[config.mk]
export PLATFORM = sky130hd
export DESIGN_NAME = fetch_stage
export DESIGN_NICKNAME = d
export VERILOG_FILES = /design/src/rtl/cpu_pkg.sv /design/src/rtl/branch_target.sv /design/src/rtl/fetch_stage.sv
export SDC_FILE = /design/constraint.sdc
export NUM_CORES = 1
export LEC_CHECK = 0
export CORE_ASPECT_RATIO = 0.7
export CORE_MARGIN = 2
export CORE_UTILIZATION = 45
export CTS_BUF_LIST = sky130_fd_sc_hd__clkbuf_16
export DETAILED_ROUTE_END_ITERATION = 7
export PLACE_DENSITY = 0.71
export SETUP_SLACK_MARGIN = 0.2
export SLEW_MARGIN = 30
export SYNTH_ARGS = -nofsm -noshare
export SYNTH_HDL_FRONTEND = slang
export SYNTH_SLANG_ARGS = --single-unit
[constraint.sdc]
create_clock -name clk -period 2.46 [get_ports clk]
set_input_delay 0.492 -clock clk [delete_from_list [all_inputs] [get_ports clk]]
set_output_delay 0.492 -clock clk [all_outputs]
set_load 0.05 [all_outputs]
[src/rtl/cpu_pkg.sv]
// Shared CPU definitions used by the fetch stage.
// Contents:
//   PC_W           - program-counter / address width (64)
//   NOP            - instruction word the decoder treats as a no-op
//   fetch_state_e  - fetch FSM states (FETCH, DROP, SKID)
//   sext_word_offset26/19 - sign-extend a word offset and scale it to bytes
package cpu_pkg;

    localparam int PC_W = 64;

    localparam logic [31:0] NOP = 32'h0000_0000;

    typedef enum logic [1:0] {
        FETCH = 2'd0,
        DROP  = 2'd1,
        SKID  = 2'd2
    } fetch_state_e;

    // Unconditional-branch offset: 26-bit signed word count -> byte offset.
    function automatic logic [PC_W-1:0] sext_word_offset26(input logic [25:0] off);
        return {{(PC_W-28){off[25]}}, off, 2'b00};
    endfunction

    // Conditional-branch offset: 19-bit signed word count -> byte offset.
    function automatic logic [PC_W-1:0] sext_word_offset19(input logic [18:0] off);
        return {{(PC_W-21){off[18]}}, off, 2'b00};
    endfunction

endpackage

[src/rtl/branch_target.sv]
// Combinational redirect-target adder.
// Ports:
//   br_pc       in  64  PC of the branch in ID
//   br_addr26   in  26  unconditional word offset
//   cond_addr19 in  19  conditional word offset
//   uncond_br   in  1   selects br_addr26 (1) or cond_addr19 (0)
//   target      out 64  br_pc + sext(offset) * 4, wrapping modulo 2^64
module branch_target
    import cpu_pkg::*;
(
    input  logic [PC_W-1:0] br_pc,
    input  logic [25:0]     br_addr26,
    input  logic [18:0]     cond_addr19,
    input  logic            uncond_br,
    output logic [PC_W-1:0] target
);

    logic [PC_W-1:0] offset_s;

    // Select and scale the branch offset for the active branch kind.
    always_comb begin
        if (uncond_br) begin
            offset_s = sext_word_offset26(br_addr26);
        end else begin
            offset_s = sext_word_offset19(cond_addr19);
        end
    end

    assign target = br_pc + offset_s;

endmodule

[src/rtl/fetch_stage.sv]
// Instruction fetch stage with IF/ID pipeline register, one-entry skid
// buffer and branch redirect handling.
// Ports:
//   clk, reset (async, active-low)
//   imem_req/imem_addr   out  fetch request and byte address
//   imem_rdata/imem_ack  in   returned word and its valid strobe
//   stall                in   hold IF/ID contents
//   br_taken, uncond_br, br_addr26, cond_addr19, br_pc  in  redirect request
//   if_id_instr/if_id_pc/if_id_valid  out  IF/ID register
// A branch always flushes IF/ID and wins over stall. A request whose data
// is still outstanding when a branch arrives is drained in DROP so that
// the memory never sees the address change before it acknowledges.
module fetch_stage
    import cpu_pkg::*;
(
    input  logic            clk,
    input  logic            reset,
    output logic            imem_req,
    output logic [PC_W-1:0] imem_addr,
    input  logic [31:0]     imem_rdata,
    input  logic            imem_ack,
    input  logic            stall,
    input  logic            br_taken,
    input  logic            uncond_br,
    input  logic [25:0]     br_addr26,
    input  logic [18:0]     cond_addr19,
    input  logic [PC_W-1:0] br_pc,
    output logic [31:0]     if_id_instr,
    output logic [PC_W-1:0] if_id_pc,
    output logic            if_id_valid
);

    fetch_state_e    state_q, state_d;
    logic [PC_W-1:0] pc_q, pc_d;
    logic            req_q, req_d;
    logic [PC_W-1:0] tgt_q, tgt_d;
    logic [31:0]     skid_instr_q, skid_instr_d;
    logic [PC_W-1:0] skid_pc_q, skid_pc_d;
    logic            skid_valid_q, skid_valid_d;
    logic [31:0]     ifid_instr_q, ifid_instr_d;
    logic [PC_W-1:0] ifid_pc_q, ifid_pc_d;
    logic            ifid_valid_q, ifid_valid_d;

    logic [PC_W-1:0] target_s;
    logic            ack_s;

    branch_target u_branch_target (
        .br_pc       (br_pc),
        .br_addr26   (br_addr26),
        .cond_addr19 (cond_addr19),
        .uncond_br   (uncond_br),
        .target      (target_s)
    );

    // An ack only counts against a request actually on the bus; this also
    // drops acks seen in the first cycle after reset and while in SKID.
    assign ack_s = imem_ack & req_q;

    // Next-state, PC, skid and IF/ID update logic.
    always_comb begin
        state_d      = state_q;
        pc_d         = pc_q;
        tgt_d        = tgt_q;
        skid_instr_d = skid_instr_q;
        skid_pc_d    = skid_pc_q;
        skid_valid_d = skid_valid_q;

        // Hold under stall, otherwise a bubble unless something loads below.
        if (stall) begin
            ifid_instr_d = ifid_instr_q;
            ifid_pc_d    = ifid_pc_q;
            ifid_valid_d = ifid_valid_q;
        end else begin
            ifid_instr_d = NOP;
            ifid_pc_d    = {PC_W{1'b0}};
            ifid_valid_d = 1'b0;
        end

        case (state_q)
            FETCH: begin
                if (br_taken) begin
                    // With no request outstanding there is nothing to drain.
                    if (ack_s || !req_q) begin
                        pc_d = target_s;
                    end else begin
                        tgt_d   = target_s;
                        state_d = DROP;
                    end
                end else if (ack_s) begin
                    pc_d = pc_q + 64'd4;
                    if (!stall || !ifid_valid_q) begin
                        ifid_instr_d = imem_rdata;
                        ifid_pc_d    = pc_q;
                        ifid_valid_d = 1'b1;
                    end else begin
                        skid_instr_d = imem_rdata;
                        skid_pc_d    = pc_q;
                        skid_valid_d = 1'b1;
                        state_d      = SKID;
                    end
                end else begin
                    pc_d = pc_q;
                end
            end
            DROP: begin
                if (br_taken) begin
                    // The newest redirect wins, even on the draining ack.
                    if (ack_s) begin
                        pc_d    = target_s;
                        state_d = FETCH;
                    end else begin
                        tgt_d = target_s;
                    end
                end else if (ack_s) begin
                    pc_d    = tgt_q;
                    state_d = FETCH;
                end else begin
                    state_d = DROP;
                end
            end
            SKID: begin
                if (br_taken) begin
                    skid_valid_d = 1'b0;
                    pc_d         = target_s;
                    state_d      = FETCH;
                end else if (!stall) begin
                    ifid_instr_d = skid_instr_q;
                    ifid_pc_d    = skid_pc_q;
                    ifid_valid_d = skid_valid_q;
                    skid_valid_d = 1'b0;
                    state_d      = FETCH;
                end else begin
                    state_d = SKID;
                end
            end
            default: begin
                state_d      = FETCH;
                skid_valid_d = 1'b0;
            end
        endcase

        // Redirect flushes IF/ID regardless of stall or state.
        if (br_taken) begin
            ifid_instr_d = NOP;
            ifid_pc_d    = {PC_W{1'b0}};
            ifid_valid_d = 1'b0;
        end else begin
            ifid_valid_d = ifid_valid_d;
        end

        // Request is registered so it stays low throughout reset.
        req_d = (state_d != SKID);
    end

    // State and datapath registers.
    always_ff @(posedge clk or negedge reset) begin
        if (!reset) begin
            state_q      <= FETCH;
            pc_q         <= {PC_W{1'b0}};
            req_q        <= 1'b0;
            tgt_q        <= {PC_W{1'b0}};
            skid_instr_q <= NOP;
            skid_pc_q    <= {PC_W{1'b0}};
            skid_valid_q <= 1'b0;
            ifid_instr_q <= NOP;
            ifid_pc_q    <= {PC_W{1'b0}};
            ifid_valid_q <= 1'b0;
        end else begin
            state_q      <= state_d;
            pc_q         <= pc_d;
            req_q        <= req_d;
            tgt_q        <= tgt_d;
            skid_instr_q <= skid_instr_d;
            skid_pc_q    <= skid_pc_d;
            skid_valid_q <= skid_valid_d;
            ifid_instr_q <= ifid_instr_d;
            ifid_pc_q    <= ifid_pc_d;
            ifid_valid_q <= ifid_valid_d;
        end
    end

    assign imem_req    = req_q;
    assign imem_addr   = pc_q;
    assign if_id_instr = ifid_instr_q;
    assign if_id_pc    = ifid_pc_q;
    assign if_id_valid = ifid_valid_q;

endmodule

==> results of run 1 <==
==> layer usage <==
| metal | up-vias | share of wire (%) | GRT usage (%) |
|---|---|---|---|
| met3 | 181 | 9.8 | 5.26 |
| met4 | 4 | 3.1 | 8.49 |
| met2 | 1253 | 45 | 48.3 |
| li1 | 9315 | - | - |
| met5 | - | 0.035 | 0 |
| met1 | 10300 | 42 | 45.2 |
==> path summary, 6_finish.rpt <==
path,depth (start not counted),from,to
max in group asynchronous,3,reset,skid_instr_q[18]$_DFFE_PN0P_
hold / removal,3,stall,if_id_valid$_DFF_PN0_
hold reg to reg,2,tgt_q[26]$_DFFE_PN0P_,tgt_q[26]$_DFFE_PN0P_
min in group asynchronous,2,reset,if_id_pc[6]$_DFF_PN0_
setup reg to reg,10,state_q[1]$_DFF_PN0_,imem_addr[63]$_DFFE_PN0P_
setup / recovery,18,uncond_br,imem_addr[63]$_DFFE_PN0P_
==> repair_timing <==
action,CTS,global route
gates resized for setup,331,196
hold buffers,1,0
endpoints found under the hold margin,32,0
cloned,3,1
setup endpoints to repair,246,237
buffers inserted,28,26
pin swaps,107,110
==> sequential cells by signal, indices dropped and copies added (netlist names) <==
signal	count
skid_instr_q	32
if_id_pc	64
if_id_instr	32
tgt_q	64
skid_valid_q	1
if_id_valid	1
imem_req	1
skid_pc_q	64
state_q	2
imem_addr	64
==> logic make-up after synthesis <==
group	after synthesis	synth area share (%)
AND/OR/NAND/NOR	605	14.0
AO/OA/AOI/OAI	602	21.0
flip-flops	325	40.2
multiplexers	249	13.8
buffers and inverters	171	3.26
XOR/XNOR	84	3.63
adder cells (fa/ha/maj)	67	4.18
==> cells in the mapped netlist, types with 16 or more instances <==
| cell type | n |
|---|---|
| dfrtp_1 | 325 |
| mux2_2 | 242 |
| nand2_1 | 201 |
| nor2_1 | 196 |
| a21oi_1 | 141 |
| o21ai_0 | 136 |
| clkbuf_1 | 117 |
| a222oi_1 | 105 |
| ha_1 | 66 |
| nand3_1 | 48 |
| a21o_1 | 45 |
| xor2_1 | 43 |
| xnor2_1 | 41 |
| nand4_1 | 34 |
| nor3_1 | 25 |
| and3_1 | 23 |
| buf_1 | 23 |
| a221oi_1 | 18 |
| inv_1 | 17 |
| a31oi_1 | 16 |
==> area by class of cell <==
type | instances | area [sq um]
clock buffer | 36 | 901
clock inverter | 26 | 183
fill | 3123 | 13000
inverter | 19 | 71.3
multi-input combinational | 1610 | 13700
sequential | 325 | 8130
tap | 594 | 743
timing repair buffer | 802 | 7280
==> critical path, cell delays in order <==
cell and delay (ns):
buf_6 0.09, buf_12 0.13, buf_12 0.14, mux2_4 0.31
ha_4 0.22, buf_6 0.13, a21oi_4 0.16, nor2b_4 0.08
o31ai_4 0.24, buf_6 0.17, o21ai_4 0.07, a22o_1 0.24
buf_4 0.15, nor2_4 0.17, o221ai_4 0.16, a41oi_2 0.19
mux2i_1 0.28, o21ai_1 0.09
==> power breakdown <==
| part | internal [mW] | total, mW | switching, mW |
|---|---|---|---|
| registers | 7.23 | 8.47 | 1.24 |
| logic | 6.82 | 16.5 | 9.65 |
| clock network | 2.87 | 5.05 | 2.18 |
==> stage by stage <==
step,worst slack (ns),cells,util [%],hold slack (ns),area [sq um]
floorplan,-0.784,2103,-,0.196,20700
global placement,-1.65,3291,62.4,0.407,27500
detailed placement,-1.71,3291,62.4,0.408,27500
CTS,-0.693,3385,68.1,0.354,30000
global route,-0.759,3412,70.4,0.385,31000
finish,-0.703,3412,70.4,0.371,31000
==> impl_metrics.ini, run 1 <==
[placed_design]
dp_hpwl_mm = 53.1
place_congestion = 0.947
io_buffers = 308

[sta]
finalHoldViolations = 0
tns_ns = -51.75
finalCritPeriodShare_pct = 129
rsz0062_at_grt = yes
worst_slack_ns = -0.703
worst_pin_slew_ns = 0.707
final-setup-viol-count = 111
max_freq_mhz = 316
drv_slew = 0
fin_worst_skew_ns = 0.0145
layout_min_cycle_time_ns = 3.16
slew_headroom_pct = 52.9

[routing]
via_count = 21100
vias_per_cell = 6.18
antenna_left = 0
drt_iter0_markers = 2856
drc_errors = 1
wl_mm = 77.1
drt_pass1_iterations = 8
post_drt_wl_per_cell_microns = 22.6

[floorplan]
die_x_microns = 258
core_region_area_sq_um = 44000
rows = 64
die-area_sq_um = 46700
dieHeight_microns = 181
io_pins = 309
initial_core_util_pct = 46.0

[cts]
clockBufferDepth = 3
clk-insertion-delay-late_ns = 0.52
clkTransAtPathRegs_ns = 0.06
h-tree-depth = 2
cts_made_buffers = 36
clock-sinks = 325
clock-root-buffer = clkbuf_16
tritoncts = done

[synthesis]
synth_top_area_cell = dfrtp_1
ys_warn_count = 0
async_reset_ff_share_pct = 100
syn_area_sq_um = 20200
synth_edf_count = 0
ys_ff_latch = 325
synth_top_area_share_pct = 40.2
avgSynthCellArea_sq_um = 9.63
synth-main-ff-cell = dfrtp_1
yosysSeqAreaShare_pct = 40.2
synth.distinct_cells = 90
ys_top_cells_by_area = dfrtp_1 (40%), mux2_2 (13%), a222oi_1 (5.2%)
syn-instance-count = 2103
syn-num-nets = 2317

[min_path]
holdCritPathClass = in2reg

[outcome]
violations = design-rule violations, negative setup slack
status = complete, but fails checks

[cells_and_area]
final_cell_mix = buf_4 (425), dfrtp_1 (325), mux2_2 (210), clkdlybuf4s50_1 (195), nand2_1 (187)
fin_nets = 3008
area_delta_synth_final_pct = 53.1
antennaDiodeCount = 0
final_common_cell = buf_4
drive_gt1_share_pct = 38.5

[global_route]
antenna_found_initial = 3
gr-total-overflow = 0
track_usage_pct = 31.2
grt_first_pass_wirelength_mm = 117
grt_max_degree = 115
grt_pass1_vias = 20600

[setup_path]
cp-start-kind = input pin
cp.required_ns = 2.83
r2r_slack_ns = -0.28
cp_max_fo = 6
end_kind = flip-flop
crit_type = in2reg
cp_data_arrival_time_ns = 3.53

[pwr]
peakVddDrop_uv = 539
leakagePower_nw = 14.4
p_total_mw = 30.0
power_density_nw_per_um2 = 967

[flow_run]
drv_cap = 0
Power figures use the tool's default switching activity.
==> run 2: changes to the inputs <==
--- a/config.mk
+++ b/config.mk
@@ -5,12 +5,15 @@
 export SDC_FILE = /design/constraint.sdc
 export NUM_CORES = 1
 export LEC_CHECK = 0
+export CELL_PAD_IN_SITES_DETAIL_PLACEMENT = 0
+export CELL_PAD_IN_SITES_GLOBAL_PLACEMENT = 1
 export CORE_ASPECT_RATIO = 0.7
 export CORE_MARGIN = 2
-export CORE_UTILIZATION = 45
+export CORE_UTILIZATION = 38
 export CTS_BUF_LIST = sky130_fd_sc_hd__clkbuf_16
 export DETAILED_ROUTE_END_ITERATION = 7
-export PLACE_DENSITY = 0.71
+export MAX_ROUTING_LAYER = met4
+export PLACE_DENSITY = 0.77
 export SETUP_SLACK_MARGIN = 0.2
 export SLEW_MARGIN = 30
 export SYNTH_ARGS = -nofsm -noshare
==> impl_metrics.ini, run 2 (synthesis gave the netlist of run 1 again) <==
[cts]
clkTransAtPathRegs_ns = 0.06
clockBufferDepth = 3
tritoncts = done
h-tree-depth = 2
clk-insertion-delay-late_ns = 0.55
cts_made_buffers = 38
clock-sinks = 325
clock-root-buffer = clkbuf_16

[global_route]
grt_first_pass_wirelength_mm = 119
grt_max_degree = 115
antenna_found_initial = 0
gr-total-overflow = 0
grt_pass1_vias = 20400
track_usage_pct = 28.3

[routing]
vias_per_cell = 5.85
antenna_left = 0
via_count = 20600
drt_pass1_iterations = 8
drc_errors = 0
drt_iter0_markers = 2154
post_drt_wl_per_cell_microns = 22.2
wl_mm = 78.1

[cells_and_area]
final_cell_mix = buf_4 (457), dfrtp_1 (325), mux2_2 (218), nand2_1 (189), nor2_1 (184)
area_delta_synth_final_pct = 53.1
fin_nets = 3029
antennaDiodeCount = 0
final_common_cell = buf_4
drive_gt1_share_pct = 37.6
fin_area_sq_um = 31000
stdcell_count = 3523

[sta]
layout_min_cycle_time_ns = 3.16
fin_worst_skew_ns = 0.0200
slew_headroom_pct = 40.2
max_freq_mhz = 316
finalHoldViolations = 0
drv_slew = 0
final-setup-viol-count = 113
worst_slack_ns = -0.704
finalCritPeriodShare_pct = 129
worst_pin_slew_ns = 0.897
tns_ns = -55.86
rsz0062_at_grt = yes

[setup_path]
cp_data_arrival_time_ns = 3.61
cp_common_cell = buf_6
crit_type = in2reg
cp.required_ns = 2.91
cp_max_fo = 6
end_kind = flip-flop
crit_path_max_incr_delay_ns = 0.36
crit_chain = buf_6 -> buf_12 -> buf_12 -> buf_6 -> buf_6 -> mux2_4 -> ha_4 -> nand3_1 -> nor2_2 -> o31ai_4 -> o21ai_2 -> a22o_1 -> or2_4 -> a21boi_4 -> o31ai_4 -> mux2_4 -> o221ai_2
cp-start-kind = input pin
critPathSlowestCell = o31ai_4

[outcome]
violations = negative setup slack
status = complete, but fails checks

[placed_design]
io_buffers = 308
dp.cells = 3400
dp_hpwl_mm = 55.4
place_congestion = 0.937
dpl_cell_area_sq_um = 27800

[floorplan]
dieHeight_microns = 197
io_pins = 309
core_region_area_sq_um = 52500
initial_core_util_pct = 38.6
die-area_sq_um = 55200
die_x_microns = 280
rows = 70

[pwr]
leakagePower_nw = 14.6
peakVddDrop_uv = 578
power_density_nw_per_um2 = 983

[min_path]
holdCritPathClass = in2reg

[flow_run]
drv_cap = 0
## run 2: cell count changes in the layout (fill, tap and decap cells not counted), moves of 6 or more
cell / previous run / this run
dlymetal6s2s_1: 28 / 34
mux2_2: 210 / 218
ha_1: 22 / 35
buf_4: 425 / 457
ha_4: 39 / 29
clkdlybuf4s50_1: 195 / 177
dlygate4sd2_1: 74 / 87
buf_6: 49 / 35
mux2_4: 32 / 24
## run 2: metrics by stage
step / hold WS (ns) / utilization [%] / power, mW / worst slack, ns
2_1_floorplan: 0.196 / - / 17.0 / -0.784
3_3_place_gp: 0.456 / 52.9 / 23.4 / -1.69
3_5_place_dp: 0.464 / 52.9 / 23.8 / -1.85
4_1_cts: 0.286 / 57.5 / 29.6 / -0.676
5_1_grt: 0.328 / 59.1 / 31.9 / -0.784
6_report: 0.313 / 59.1 / 30.5 / -0.704
## run 2: final cells by class
class / count / area, sq um
Fill cell: 4432 / 21500
Tap cell: 684 / 856
Clock inverter: 25 / 158
Inverter: 19 / 72.6
Sequential cell: 325 / 8130
Timing Repair Buffer: 822 / 7410
Clock buffer: 39 / 976
Multi-Input combinational cell: 1609 / 13400
## run 2: timing repair
item,4_1_cts,5_1_grt
resized for setup,343,142
gates cloned,2,2
pin swaps,119,87
endpoints found under the hold margin,49,0
hold buffers,1,0
setup endpoints to repair,207,177
buffers inserted,32,22
## run 2: final timing paths
path,from,end,slack [ns],depth (start not counted)
worst min register to register,tgt_q[3]$_DFFE_PN0P_,tgt_q[3]$_DFFE_PN0P_,0.48,2
min in group asynchronous,reset,skid_pc_q[5]$_DFFE_PN0P_,0.51,2
worst min-delay path,stall,if_id_valid$_DFF_PN0_,0.31,3
max in group asynchronous,reset,if_id_pc[54]$_DFF_PN0_,1.12,3
worst max-delay path,uncond_br,imem_addr[47]$_DFFE_PN0P_,-0.70,17
worst max register to register,state_q[0]$_DFF_PN0_,imem_addr[47]$_DFFE_PN0P_,-0.13,14
## run 2: layer usage
metal | up-vias | wire length, microns | GRT usage, %
met5 | - | 0 | -
met4 | 0 | 1440 | 6.71
met3 | 101 | 6740 | 6.07
met2 | 865 | 33600 | 40.8
met1 | 10300 | 36300 | 40.3
li1 | 9353 | - | -
## run 2: power by group
part / switching, mW / internal (mW) / total [mW]
combinational: 9.70 / 6.99 / 16.7
clock: 2.24 / 3.06 / 5.30
sequential: 1.24 / 7.23 / 8.47
total: 13.2 / 17.3 / 30.5
## run 2: critical path: cells and delay by family
kind                       cells  cell delay, ns
AOI/OAI and AO/OA              6            1.23
muxes                          2            0.61
buffers and inverters          5            0.59
and+or+nand+nor                3            0.43
adders and majority gates      1            0.26
==> run 3: changes to the inputs <==
--- a/config.mk
+++ b/config.mk
@@ -9,11 +9,11 @@
 export CELL_PAD_IN_SITES_GLOBAL_PLACEMENT = 1
 export CORE_ASPECT_RATIO = 0.7
 export CORE_MARGIN = 2
-export CORE_UTILIZATION = 38
+export CORE_UTILIZATION = 43
 export CTS_BUF_LIST = sky130_fd_sc_hd__clkbuf_16
 export DETAILED_ROUTE_END_ITERATION = 7
 export MAX_ROUTING_LAYER = met4
-export PLACE_DENSITY = 0.77
+export PLACE_DENSITY = 0.82
 export SETUP_SLACK_MARGIN = 0.2
 export SLEW_MARGIN = 30
 export SYNTH_ARGS = -nofsm -noshare
==> constraint.sdc (replaced) <==
create_clock -name clk -period 3.35 [get_ports clk]
set_input_delay 0.67 -clock clk [delete_from_list [all_inputs] [get_ports clk]]
set_output_delay 0.67 -clock clk [all_outputs]
set_load 0.05 [all_outputs]
==> impl_metrics.ini, run 3 (synthesis gave the netlist of run 1 again) <==
[floorplan]
initial_core_util_pct = 43.5
core_region_area_sq_um = 46500
die_x_microns = 263
die-area_sq_um = 48900
dieHeight_microns = 186
io_pins = 309
rows = 66

[global_route]
gr-total-overflow = 0
grt_pass1_vias = 19600
grt_first_pass_wirelength_mm = 113
antenna_found_initial = 0
track_usage_pct = 30.0
grt_max_degree = 97

[cts]
clock-root-buffer = clkbuf_16
cts_made_buffers = 37
tritoncts = done
clock-sinks = 325
clkTransAtPathRegs_ns = 0.06
h-tree-depth = 2
clk-insertion-delay-late_ns = 0.52
clockBufferDepth = 3

[cells_and_area]
drive_gt1_share_pct = 34.0
antennaDiodeCount = 0
area_delta_synth_final_pct = 46.7
utilization_pct = 63.9
stdcell_count = 3329
fin_nets = 2905
final_cell_mix = buf_4 (349), dfrtp_1 (325), clkdlybuf4s50_1 (289), mux2_2 (227), nand2_1 (189)
final_common_cell = buf_4

[pwr]
clkPwrFrac_pct = 17.8
peakVddDrop_uv = 424
power_frac_seq_pct = 30.0
p_sw_mw = 9.29
sw_frac_of_total_pct = 43.5
p_int_mw = 12.1
leakagePower_nw = 13.0
pwr-share-comb_pct = 52.3
power_density_nw_per_um2 = 720

[setup_path]
reg2regPathDepth = 12
end_kind = flip-flop
r2r_slack_ns = 0.40
cp-start-kind = input pin
crit_start = uncond_br
cp_max_fo = 6
cp_data_arrival_time_ns = 3.68
r2r_end = imem_addr[61]$_DFFE_PN0P_
cp.required_ns = 3.76
r2r-start = state_q[0]$_DFF_PN0_
crit_type = in2reg

[routing]
vias_per_cell = 6.07
via_count = 20200
drc_errors = 1
drt_pass1_iterations = 8
post_drt_wl_per_cell_microns = 22.3
wl_mm = 74.3
antenna_left = 0
drt_iter0_markers = 2422

[outcome]
status = complete, but fails checks
violations = design-rule violations

[sta]
tns_ns = 0
finalCritPeriodShare_pct = 97.7
slew_headroom_pct = 36.5
rsz0062_at_grt = yes
finalHoldViolations = 0
max_freq_mhz = 306
layout_min_cycle_time_ns = 3.27
drv_slew = 0
worst_slack_ns = 0.0773
worst_pin_slew_ns = 0.950
hold-worst-slack_ns = 0.172
final-setup-viol-count = 0
fin_worst_skew_ns = 0.0108

[placed_design]
dp_hpwl_mm = 51.4
io_buffers = 308
place_congestion = 0.944
dp.cells = 3210
dp_worst_setup_slack_ns = -1.09

[flow_run]
drv_cap = 0

[min_path]
holdCritPathClass = in2async
-- run 3: worst max-delay path, cell delays in order --
cell	delay, ns
buf_6	0.09
buf_12	0.13
mux2_4	0.31
ha_4	0.17
fa_2	0.35
a211oi_2	0.24
o21ai_2	0.12
nand4_1	0.17
a21oi_2	0.10
o31ai_4	0.35
a2bb2oi_4	0.15
a21boi_4	0.24
xnor2_2	0.17
a21oi_1	0.09
a2111oi_2	0.31
-- run 3: routing by layer --
layer / vias to the layer above / global-route usage, % / part of all wire [%]
met5: - / - / 0
met4: 0 / 5.44 / 1.5
met3: 80 / 4.29 / 8.2
met2: 914 / 44.5 / 44
met1: 10100 / 43.9 / 46
li1: 9102 / - / -
-- run 3: how the worst max path moves through the flow --
stage | cells after the start | to
after floorplan | 12 | tgt_q[51]$_DFFE_PN0P_
after CTS | 16 | imem_addr[54]$_DFFE_PN0P_
final | 15 | imem_addr[52]$_DFFE_PN0P_
after global placement | 15 | imem_addr[52]$_DFFE_PN0P_
after detailed placement | 15 | imem_addr[52]$_DFFE_PN0P_
after global routing | 16 | imem_addr[41]$_DFFE_PN0P_
-- run 3: power by group through the flow --
stage | Combinational [mW] | Sequential [mW] | Clock (mW)
3_5_place_dp | 10.4 | 6.41 | 0
5_1_grt | 11.8 | 6.55 | 4.02
6_report | 11.2 | 6.40 | 3.79
3_3_place_gp | 10.2 | 6.31 | 0
4_1_cts | 10.7 | 6.35 | 3.83
2_1_floorplan | 4.54 | 7.88 | 0
-- run 3: cell type report --
cell class | count | area, sq um
flip-flops and latches | 325 | 8130
clock inverters | 26 | 139
multi-input cells | 1608 | 13200
well taps | 612 | 766
repair buffers | 700 | 6420
fillers | 3692 | 16800
inverters | 19 | 71.3
clock buffers | 39 | 976
-- run 3: what timing repair did --
action | in CTS | in global routing
hold buffers | 0 | 0
pin swaps | 90 | 88
gates resized for setup | 158 | 142
gates cloned | 3 | 0
setup buffers | 35 | 16
setup endpoints to repair | 108 | 75
-- run 3: per-stage QoR --
stage                     power (mW)  instance area [sq um]
after global routing            22.4                  29700
after detailed placement        16.8                  26700
after floorplan                 12.4                  20600
after CTS                       20.9                  28900
final                           21.4                  29700
after global placement          16.5                  26700
